## config.mk

```make
export PLATFORM = sky130hd
export DESIGN_NAME = nmcu_dispatcher_flat
export DESIGN_NICKNAME = d
export VERILOG_FILES = /design/src/rtl/nmcu_dispatcher_if.sv /design/src/rtl/nmcu_dispatcher.sv /design/src/flat_wrapper.sv
export SDC_FILE = /design/constraint.sdc
export NUM_CORES = 1
export LEC_CHECK = 0
export BUFFER_PORTS_ARGS = -buffer_cell sky130_fd_sc_hd__buf_4
export CORE_MARGIN = 5
export CORE_UTILIZATION = 47
export DETAILED_ROUTE_END_ITERATION = 8
export GPL_ROUTABILITY_DRIVEN = 0
export HOLD_SLACK_MARGIN = 0.12
export PLACE_DENSITY = 0.7
export RECOVER_POWER = 50
export SLEW_MARGIN = 5
export SYNTH_ARGS = -nofsm -noshare
export SYNTH_HDL_FRONTEND = slang
export SYNTH_SLANG_ARGS = --single-unit
```

## constraint.sdc

```tcl
create_clock -name clk -period 6 [get_ports clk]
set_input_delay 1.2 -clock clk [delete_from_list [all_inputs] [get_ports clk]]
set_output_delay 1.2 -clock clk [all_outputs]
set_load 0.02 [all_outputs]
```

## src/rtl/nmcu_dispatcher_if.sv

```systemverilog
// NMCU launch handshake bundle: the dispatcher drives the start pulse and the window
// addresses, and the NMCU array returns per-unit read_complete and done levels.
interface nmcu_dispatcher_if #(
  parameter int unsigned ADDR_WIDTH = 16,
  parameter int unsigned NUM_NMCUS  = 9
) ();

  logic [NUM_NMCUS-1:0]  start;
  logic [NUM_NMCUS-1:0]  read_complete;
  logic [NUM_NMCUS-1:0]  done;
  logic [ADDR_WIDTH-1:0] input_addr;
  logic [ADDR_WIDTH-1:0] output_addr;

  // Dispatcher side.
  modport master (
    output start,
    output input_addr,
    output output_addr,
    input  read_complete,
    input  done
  );

  // NMCU array side.
  modport slave (
    input  start,
    input  input_addr,
    input  output_addr,
    output read_complete,
    output done
  );

endinterface

```

## src/rtl/nmcu_dispatcher.sv

```systemverilog
// NMCU dispatcher: walks the output grid in row-major order and launches one NMCU per
// output pixel. The read phases are serialised on read_complete, all units are then
// awaited on done, and the whole run is reported with a one-cycle all_done pulse.
// A watchdog bounds every wait state and aborts the run with a one-cycle error pulse.
module nmcu_dispatcher #(
  parameter int unsigned ADDR_WIDTH    = 16,
  parameter int unsigned MAX_INPUT_DIM = 15,
  parameter int unsigned NUM_NMCUS     = 9,
  parameter int unsigned TIMEOUT       = 4096,
  localparam int unsigned DW           = $clog2(MAX_INPUT_DIM) + 1
) (
  input  logic                  clk,
  input  logic                  rst,
  input  logic                  go,
  input  logic [ADDR_WIDTH-1:0] in_base,
  input  logic [ADDR_WIDTH-1:0] out_base,
  input  logic [DW-1:0]         full_input_width,
  input  logic [DW-1:0]         full_output_width,
  input  logic [DW-1:0]         full_output_height,
  output logic                  busy,
  output logic                  all_done,
  output logic                  error,
  nmcu_dispatcher_if.master     nmcu
);

  localparam int unsigned IdxW = (NUM_NMCUS > 1) ? $clog2(NUM_NMCUS) : 1;
  localparam int unsigned WdW  = $clog2(TIMEOUT) + 1;
  localparam int unsigned NW   = 2 * DW;

  typedef enum logic [2:0] {
    StIdle,
    StIssue,
    StWaitRc,
    StGap,
    StWaitDone,
    StFinish
  } state_e;

  state_e                state_q, state_d;
  logic [IdxW-1:0]       idx_q, idx_d;
  logic [IdxW-1:0]       last_q, last_d;
  logic [DW-1:0]         col_q, col_d;
  logic [DW-1:0]         in_pitch_q, in_pitch_d;
  logic [DW-1:0]         out_w_q, out_w_d;
  logic [ADDR_WIDTH-1:0] in_row_q, in_row_d;
  logic [ADDR_WIDTH-1:0] out_row_q, out_row_d;
  logic [ADDR_WIDTH-1:0] in_addr_q, in_addr_d;
  logic [ADDR_WIDTH-1:0] out_addr_q, out_addr_d;
  logic [WdW-1:0]        wdog_q, wdog_d;
  logic                  error_q, error_d;

  logic [NW-1:0]         n_prod;
  logic                  go_valid;
  logic [NUM_NMCUS-1:0]  sel;
  logic [NUM_NMCUS-1:0]  mask;
  logic                  rc_hit;
  logic                  done_hit;
  logic                  wdog_expired;
  logic                  last_col;

  // Grid size check for an incoming go; only a tiny DW x DW product.
  always_comb begin
    n_prod   = NW'(full_output_width) * NW'(full_output_height);
    go_valid = (n_prod != '0) && (n_prod <= NW'(NUM_NMCUS));
  end

  // One-hot select of the current NMCU and the mask of all launched NMCUs.
  always_comb begin
    sel  = '0;
    mask = '0;
    for (int i = 0; i < NUM_NMCUS; i++) begin
      sel[i]  = (idx_q == IdxW'(i));
      mask[i] = (IdxW'(i) <= last_q);
    end
  end

  // Handshake qualifiers; read_complete of other units and done beyond N are ignored.
  always_comb begin
    rc_hit       = |(nmcu.read_complete & sel);
    done_hit     = ((nmcu.done & mask) == mask);
    wdog_expired = (wdog_q == WdW'(TIMEOUT - 1));
    last_col     = (col_q == out_w_q - DW'(1));
  end

  // Next-state logic: sequencing, incremental address walk and watchdog.
  always_comb begin
    state_d    = state_q;
    idx_d      = idx_q;
    last_d     = last_q;
    col_d      = col_q;
    in_pitch_d = in_pitch_q;
    out_w_d    = out_w_q;
    in_row_d   = in_row_q;
    out_row_d  = out_row_q;
    in_addr_d  = in_addr_q;
    out_addr_d = out_addr_q;
    wdog_d     = wdog_q;
    error_d    = 1'b0;

    unique case (state_q)
      StIdle: begin
        if (go) begin
          if (go_valid) begin
            state_d    = StIssue;
            idx_d      = '0;
            col_d      = '0;
            last_d     = IdxW'(n_prod - NW'(1));
            in_pitch_d = full_input_width;
            out_w_d    = full_output_width;
            in_row_d   = in_base;
            out_row_d  = out_base;
            in_addr_d  = in_base;
            out_addr_d = out_base;
          end else begin
            error_d = 1'b1;
          end
        end
      end

      StIssue: begin
        state_d = StWaitRc;
        wdog_d  = '0;
      end

      StWaitRc: begin
        if (rc_hit) begin
          if (idx_q == last_q) begin
            state_d = StWaitDone;
            wdog_d  = '0;
          end else begin
            state_d = StGap;
            idx_d   = idx_q + IdxW'(1);
            if (last_col) begin
              // Wrap to the next row: both row bases step by their own pitch.
              col_d     = '0;
              in_row_d  = in_row_q + ADDR_WIDTH'(in_pitch_q);
              out_row_d = out_row_q + ADDR_WIDTH'(out_w_q);
            end else begin
              col_d = col_q + DW'(1);
            end
          end
        end else if (wdog_expired) begin
          state_d = StIdle;
          error_d = 1'b1;
        end else begin
          wdog_d = wdog_q + WdW'(1);
        end
      end

      StGap: begin
        // Addresses change only here so they stay stable from one ISSUE to the next.
        state_d    = StIssue;
        in_addr_d  = in_row_q + ADDR_WIDTH'(col_q);
        out_addr_d = out_row_q + ADDR_WIDTH'(col_q);
      end

      StWaitDone: begin
        if (done_hit) begin
          state_d = StFinish;
        end else if (wdog_expired) begin
          state_d = StIdle;
          error_d = 1'b1;
        end else begin
          wdog_d = wdog_q + WdW'(1);
        end
      end

      StFinish: begin
        state_d = StIdle;
      end

      default: begin
        state_d = StIdle;
      end
    endcase
  end

  // State and datapath registers with synchronous reset.
  always_ff @(posedge clk) begin
    if (rst) begin
      state_q    <= StIdle;
      idx_q      <= '0;
      last_q     <= '0;
      col_q      <= '0;
      in_pitch_q <= '0;
      out_w_q    <= '0;
      in_row_q   <= '0;
      out_row_q  <= '0;
      in_addr_q  <= '0;
      out_addr_q <= '0;
      wdog_q     <= '0;
      error_q    <= 1'b0;
    end else begin
      state_q    <= state_d;
      idx_q      <= idx_d;
      last_q     <= last_d;
      col_q      <= col_d;
      in_pitch_q <= in_pitch_d;
      out_w_q    <= out_w_d;
      in_row_q   <= in_row_d;
      out_row_q  <= out_row_d;
      in_addr_q  <= in_addr_d;
      out_addr_q <= out_addr_d;
      wdog_q     <= wdog_d;
      error_q    <= error_d;
    end
  end

  // Output decode from registered state.
  always_comb begin
    nmcu.start       = (state_q == StIssue) ? sel : '0;
    nmcu.input_addr  = in_addr_q;
    nmcu.output_addr = out_addr_q;
    busy             = (state_q == StIssue) || (state_q == StWaitRc) ||
                       (state_q == StGap)   || (state_q == StWaitDone);
    all_done         = (state_q == StFinish);
    error            = error_q;
  end

endmodule

```

## src/flat_wrapper.sv

```systemverilog
// flat-port wrapper written by rule: the top's interface ports become plain ports
module nmcu_dispatcher_flat 
#(
  parameter int unsigned ADDR_WIDTH    = 16,
  parameter int unsigned MAX_INPUT_DIM = 15,
  parameter int unsigned NUM_NMCUS     = 9,
  parameter int unsigned TIMEOUT       = 4096,
  localparam int unsigned DW           = $clog2(MAX_INPUT_DIM) + 1
)
  (clk, rst, go, in_base, out_base, full_input_width, full_output_width, full_output_height, busy, all_done, error, nmcu_start, nmcu_input_addr, nmcu_output_addr, nmcu_read_complete, nmcu_done);
  nmcu_dispatcher_if #(.ADDR_WIDTH(ADDR_WIDTH), .NUM_NMCUS(NUM_NMCUS)) nmcu_i ();
  input  logic clk;
  input  logic rst;
  input  logic go;
  input  logic [ADDR_WIDTH-1:0] in_base;
  input  logic [ADDR_WIDTH-1:0] out_base;
  input  logic [DW-1:0] full_input_width;
  input  logic [DW-1:0] full_output_width;
  input  logic [DW-1:0] full_output_height;
  output logic busy;
  output logic all_done;
  output logic error;
  output wire logic [$bits(nmcu_i.start)-1:0] nmcu_start;
  output wire logic [$bits(nmcu_i.input_addr)-1:0] nmcu_input_addr;
  output wire logic [$bits(nmcu_i.output_addr)-1:0] nmcu_output_addr;
  input wire logic [$bits(nmcu_i.read_complete)-1:0] nmcu_read_complete;
  input wire logic [$bits(nmcu_i.done)-1:0] nmcu_done;
  assign nmcu_start = nmcu_i.start;
  assign nmcu_input_addr = nmcu_i.input_addr;
  assign nmcu_output_addr = nmcu_i.output_addr;
  assign nmcu_i.read_complete = nmcu_read_complete;
  assign nmcu_i.done = nmcu_done;
  nmcu_dispatcher #(.ADDR_WIDTH(ADDR_WIDTH), .MAX_INPUT_DIM(MAX_INPUT_DIM), .NUM_NMCUS(NUM_NMCUS), .TIMEOUT(TIMEOUT)) u_core (.clk(clk), .rst(rst), .go(go), .in_base(in_base), .out_base(out_base), .full_input_width(full_input_width), .full_output_width(full_output_width), .full_output_height(full_output_height), .busy(busy), .all_done(all_done), .error(error), .nmcu(nmcu_i));
endmodule
```

Word-level counts from Yosys, hierarchy flattened
Cells that the tools add are included.
{"block": "word_totals", "inputBits": 68, "word_cells": 119, "regBits": 104, "out_inout_bits": 44}
{"block": "op_classes", "n_mux": 44, "mul": 1, "n_reduce_logical": 17, "magnitude_cmp": 10, "n_bitwise": 2, "n_eq_ne": 24, "addsub": 9}
{"cell": "16-bit two-way mux", "count": 10}
{"cell": "16-bit one-hot mux with 2 select lines", "count": 4}
{"cell": "16-bit by 5-bit adder with 16-bit output", "count": 4}
{"cell": "13-bit two-way mux", "count": 4}
{"cell": "13-bit one-hot mux with 3 select lines", "count": 1}
{"cell": "5-bit two-way mux", "count": 5}
{"cell": "9-bit AND", "count": 2}
{"cell": "3-bit two-way mux", "count": 6}
{"cell": "4-bit by 3-bit equality test with 1-bit output (second input constant)", "count": 4}
{"cell": "3-bit by 4-bit less-or-equal comparator with 1-bit output (first input constant)", "count": 4}
{"cell": "4-bit two-way mux", "count": 4}
{"cell": "3-bit one-hot mux with 5 select lines", "count": 1}
{"cell": "13-bit by 1-bit adder with 13-bit output (second input constant)", "count": 1}
{"cell": "13-bit by 12-bit equality test with 1-bit output (second input constant)", "count": 1}
{"cell": "10-bit by 4-bit less-or-equal comparator with 1-bit output (second input constant)", "count": 1}
{"cell": "5-bit by 5-bit multiplier with 10-bit output", "count": 1}
{"cell": "5-bit one-hot mux with 2 select lines", "count": 1}
{"cell": "10-bit nonzero test", "count": 1}
{"cell": "9-bit equality test", "count": 1}
{"cell": "9-bit two-way mux", "count": 1}
{"cell": "3-bit AND reduction", "count": 3}
{"cell": "9-bit OR reduction", "count": 1}
{"cell": "4-bit by 2-bit equality test with 1-bit output (second input constant)", "count": 2}
{"cell": "1-bit by 4-bit less-or-equal comparator with 1-bit output (first input constant)", "count": 2}
{"cell": "other kinds (28)", "count": 42}

Depth between registers and ports, before layout
{"block": "depth", "word_depth": 6, "depth_mapped": 16, "ltp_nobuf": 14}

Worst setup path before layout
No wires, ideal clock.
{"block": "synth_path", "kind": "input port to flip-flop", "from": "input port full_output_height[4]", "to": "register u_core.in_row_q[2]", "arrival_time_ns": 4.851, "path_slack_ns": 1.017, "cell_stages": 14, "required_time_ns": 5.868, "n_path_buf": 1, "setup_ns": 0.132, "path_cell_list": "nand2_1 > fa_1 > fa_1 > inv_1 > fa_1 > ha_1 > xor2_1 > a311oi_1 > o211ai_1 > o41a_1 > a21o_1 > buf_4 > a211oi_1 > nor3_1"}
{"block": "synth_via", "elab_chain_cells": 5, "elab_cells_between_ends": 6, "classes_between": "mul (1); order compare (1); eq/ne (1); reduce/logical (3)"}
{"item": "from (decl)", "line_no": "flat_wrapper.sv:19", "text": "input logic [DW-1:0] full_output_height;"}
{"item": "5-bit by 5-bit multiplier with 10-bit output *", "line_no": "nmcu_dispatcher.sv:63", "text": "n_prod = NW'(full_output_width) * NW'(full_output_height);"}
{"item": "10-bit by 4-bit less-or-equal comparator with 1-bit output / 10-bit nonzero test (equally long branches)", "line_no": "nmcu_dispatcher.sv:64", "text": "go_valid = (n_prod != '0) && (n_prod <= NW'(NUM_NMCUS));"}
{"item": "1-bit logical AND *", "line_no": "nmcu_dispatcher.sv:64"}
{"item": "2-bit by 1-bit inequality test with 1-bit output (no source line) *"}
{"item": "6-bit AND reduction (no source line) *"}
{"item": "to (signal assigned)", "line_no": "nmcu_dispatcher.sv:200", "text": "in_row_q <= in_row_d;"}
{"item": "to (decl)", "line_no": "nmcu_dispatcher.sv:45", "text": "logic [ADDR_WIDTH-1:0] in_row_q, in_row_d;"}
Mark *: on every way between the ends. The rest lies on a longest branch, timed or not.
A chain may end at the register's enable or synchronous reset.

Worst setup path in the final report
{"block": "layout_path", "from": "input port full_output_width[0]", "to": "register u_core.out_row_q[10]"}
{"block": "layout_via", "elab_chain_cells": 5, "elab_cells_between_ends": 6, "classes_between": "mul (1); order compare (1); eq/ne (1); reduce/logical (3)"}
{"item": "from (decl)", "line_no": "flat_wrapper.sv:18", "text": "input logic [DW-1:0] full_output_width;"}
{"item": "5-bit by 5-bit multiplier with 10-bit output *", "line_no": "nmcu_dispatcher.sv:63"}
{"item": "10-bit by 4-bit less-or-equal comparator with 1-bit output / 10-bit nonzero test (equally long branches)", "line_no": "nmcu_dispatcher.sv:64"}
{"item": "1-bit logical AND *", "line_no": "nmcu_dispatcher.sv:64"}
{"item": "2-bit by 1-bit inequality test with 1-bit output (no source line) *"}
{"item": "6-bit AND reduction (no source line) *"}
{"item": "to (signal assigned)", "line_no": "nmcu_dispatcher.sv:201", "text": "out_row_q <= out_row_d;"}
{"item": "to (decl)", "line_no": "nmcu_dispatcher.sv:46", "text": "logic [ADDR_WIDTH-1:0] out_row_q, out_row_d;"}
Marked as above.

==> results.ini <==
[status]
status=finished, final reports clean

[synth]
synth_top_family_by_area=simple AND/OR/NAND/NOR gates
syn-cell-area_sq_mm=0.00732
synthSimpleGateAreaFrac=0.239
synth-seq-cells=104
syn_nets=1060
yosys_warnings=0
synth.distinct_cells=72
seq_area_frac_synth=0.284
synthFlopType=dfxtp_1
syn_avg_cell_area_sq_um=7.87
async_reset_ff_frac=0
synthMuxAreaShare=0.00820
synth_edf_count=0
synthAdderAreaFrac=0.118
synth_compound_area_frac=0.235
syn-instance-count=931
synthXorXnorAreaFrac=0.0622

[worst_setup_path]
crit_arrival_ns=5.65
cp_max_fo=16
crit_top_cell=fa_1
slowest_stage=fa_1
crit_type=in2reg
required_ns=6.27
end_kind=register
path_cells=clkbuf_1, nand2_1, fa_1, fa_1, inv_1, fa_1, ha_1, xor2_1, a311oi_1, o211ai_1, o41a_1, a21oi_4, buf_4, a21oi_1, a211oi_1
rr_worst_depth=9
crit_path_start_kind=input pin
slowest_delay_ns=0.54

[route]
dr.pass1.iters=6
avgRoutedWirePerCell_microns=16.2
routed_wl_microns=19900
ant_nets=0
via_count=6960
dr.first_iter.drc_count=616
drc_errors=0
via_per_inst=5.68

[job]
maxCapViolCount=0

[cts]
clk_pin_slew_ns=0.07
cts_inserted_buffers=9
insertion_delay_ns=0.37
h-tree-depth=3
cts_tree=done
cts_root_buf=clkbuf_16
cts_hold_buf=0
cts_sinks=104
cts_setup_buffers=0
clockBufferDepth=2
post_cts_resized=0

[timing]
final.min_clock_period_ns=5.38
final_hold_viol_count=0
fin_skew_ns=0.0105
rsz0062_at_grt=false
tns_ns=0
slew_headroom=0.317
report.final.slew_viol_count=0
period_share=0.897
setup_violations=0
worst_pin_slew_ns=1.03
max_freq_mhz=186

[floorplanning]
fp.dieArea_sq_mm=0.0182
io_pins=112
coreArea_sq_mm=0.0153
die_w_microns=135
initial_core_util=0.480
die_y_microns=135
std_cell_rows=45

[finish]
layout_commonest_cell=nand2_1
diodes=0
layout_common_cells=142 x nand2_1, 104 x dfxtp_1, 81 x buf_4
drive_gt1_frac=0.111
area_growth_pct=15.0
final_core_util=0.552
stdcell_count=1225
nNetsFinal=1138

[global_route]
antenna_found_initial=0
grt_pass1_wl_microns=32500
grt_pass1_vias=6680
grt_max_degree=73
overflow=0
track_usage=0.217

[placed_design]
dp_hpwl_microns=14400
port_buffers=111
dpl.cell_count=1209

[hold_path]
hold_class=reg2reg
hold_path_depth=2

[power]
ir_worst_vdd_uv=191
p_per_area_mw_per_mm2=303
p_leak_nw=3.19

==> synth_stat cells, types with 10 or more instances <==
library cell / count / area, sq um
a311oi_1: 24 / 210
dfxtp_1: 104 / 2080
nor2_1: 78 / 293
o211ai_1: 16 / 120
fa_1: 13 / 260
inv_1: 35 / 131
o21ai_0: 48 / 240
nand3_1: 33 / 165
xor2_1: 13 / 114
nand2_1: 142 / 533
ha_1: 48 / 601
clkbuf_1: 38 / 143
and2_1: 31 / 194
xnor2_1: 39 / 342
a21o_1: 10 / 75.1
a21oi_1: 52 / 260
nor3_1: 23 / 115
a211oi_1: 28 / 210
==> metal layers <==
| layer | track usage | routed length, microns | vias to the layer above |
|---|---|---|---|
| met5 | 0 | 0 | - |
| met4 | 0.0662 | 323 | 0 |
| met3 | 0.0354 | 977 | 32 |
| met2 | 0.359 | 9250 | 182 |
| met1 | 0.292 | 9340 | 3257 |
| li1 | - | - | 3489 |
==> final cells by class <==
cell class / count / area (sq um)
clock buffers: 9 / 225
multi-input cells: 738 / 4860
flip-flops and latches: 104 / 2080
well taps: 211 / 264
inverters: 36 / 135
repair buffers: 120 / 759
fillers: 1520 / 6840
clock inverters: 7 / 95.1
==> metrics by stage <==
| stage | setup WS (ns) | power, mW | instance area, sq um | hold slack (ns) |
|---|---|---|---|---|
| 6_report | 0.620 | 2.55 | 8420 | 0.462 |
| 2_1_floorplan | 1.02 | 1.66 | 7320 | 0.436 |
| 3_5_place_dp | 0.413 | 1.93 | 8250 | 0.452 |
| 3_3_place_gp | 0.507 | 1.91 | 8250 | 0.446 |
| 5_1_grt | 0.294 | 2.72 | 8420 | 0.488 |
| 4_1_cts | 0.775 | 2.57 | 8570 | 0.461 |
==> sequential cells by signal, indices dropped and copies added, names as in the netlist <==
register                 flops
u_core.out_w_q               5
u_core.state_q               3
u_core.in_pitch_q            5
u_core.nmcu.input_addr      16
u_core.in_row_q             16
u_core.out_row_q            16
u_core.last_q                4
u_core.idx_q                 4
u_core.col_q                 5
u_core.wdog_q               13
u_core.nmcu.output_addr     16
u_core.error                 1
==> critical path: cells and delay by family <==
kind	cells	cell delay [ns]
AO/OA/AOI/OAI	6	1.72
AND/OR/NAND/NOR	1	0.13
adder cells (fa/ha/maj)	4	1.91
buffers and inverters	3	0.53
XOR/XNOR	1	0.16
==> where the power goes <==
group	internal [mW]	leakage, nW	switching, mW
Combinational	0.388	2.20	0.588
Sequential	0.801	0.840	0.130
Clock	0.367	0.156	0.278
Total	1.56	3.19	0.996
==> cell families (layout without fill, tap and decap cells) <==
group,after synthesis,in the layout
XOR/XNOR,52,52
AND/OR/NAND/NOR,368,368
multiplexers,6,6
adder cells (fa/ha/maj),61,61
buffers and inverters,89,172
AO/OA/AOI/OAI,251,251
flip-flops,104,104
==> path summary, 6_finish.rpt <==
path / startpoint / endpoint / slack (ns)
worst max-delay path: full_output_width[0] / u_core.out_row_q[10] / 0.62
worst min-delay path: u_core.in_pitch_q[2] / u_core.in_pitch_q[2] / 0.46
worst max register to register: u_core.idx_q[0] / u_core.in_row_q[9] / 2.73
worst min register to register: u_core.in_pitch_q[2] / u_core.in_pitch_q[2] / 0.46
(Power assumes the default switching activity.)
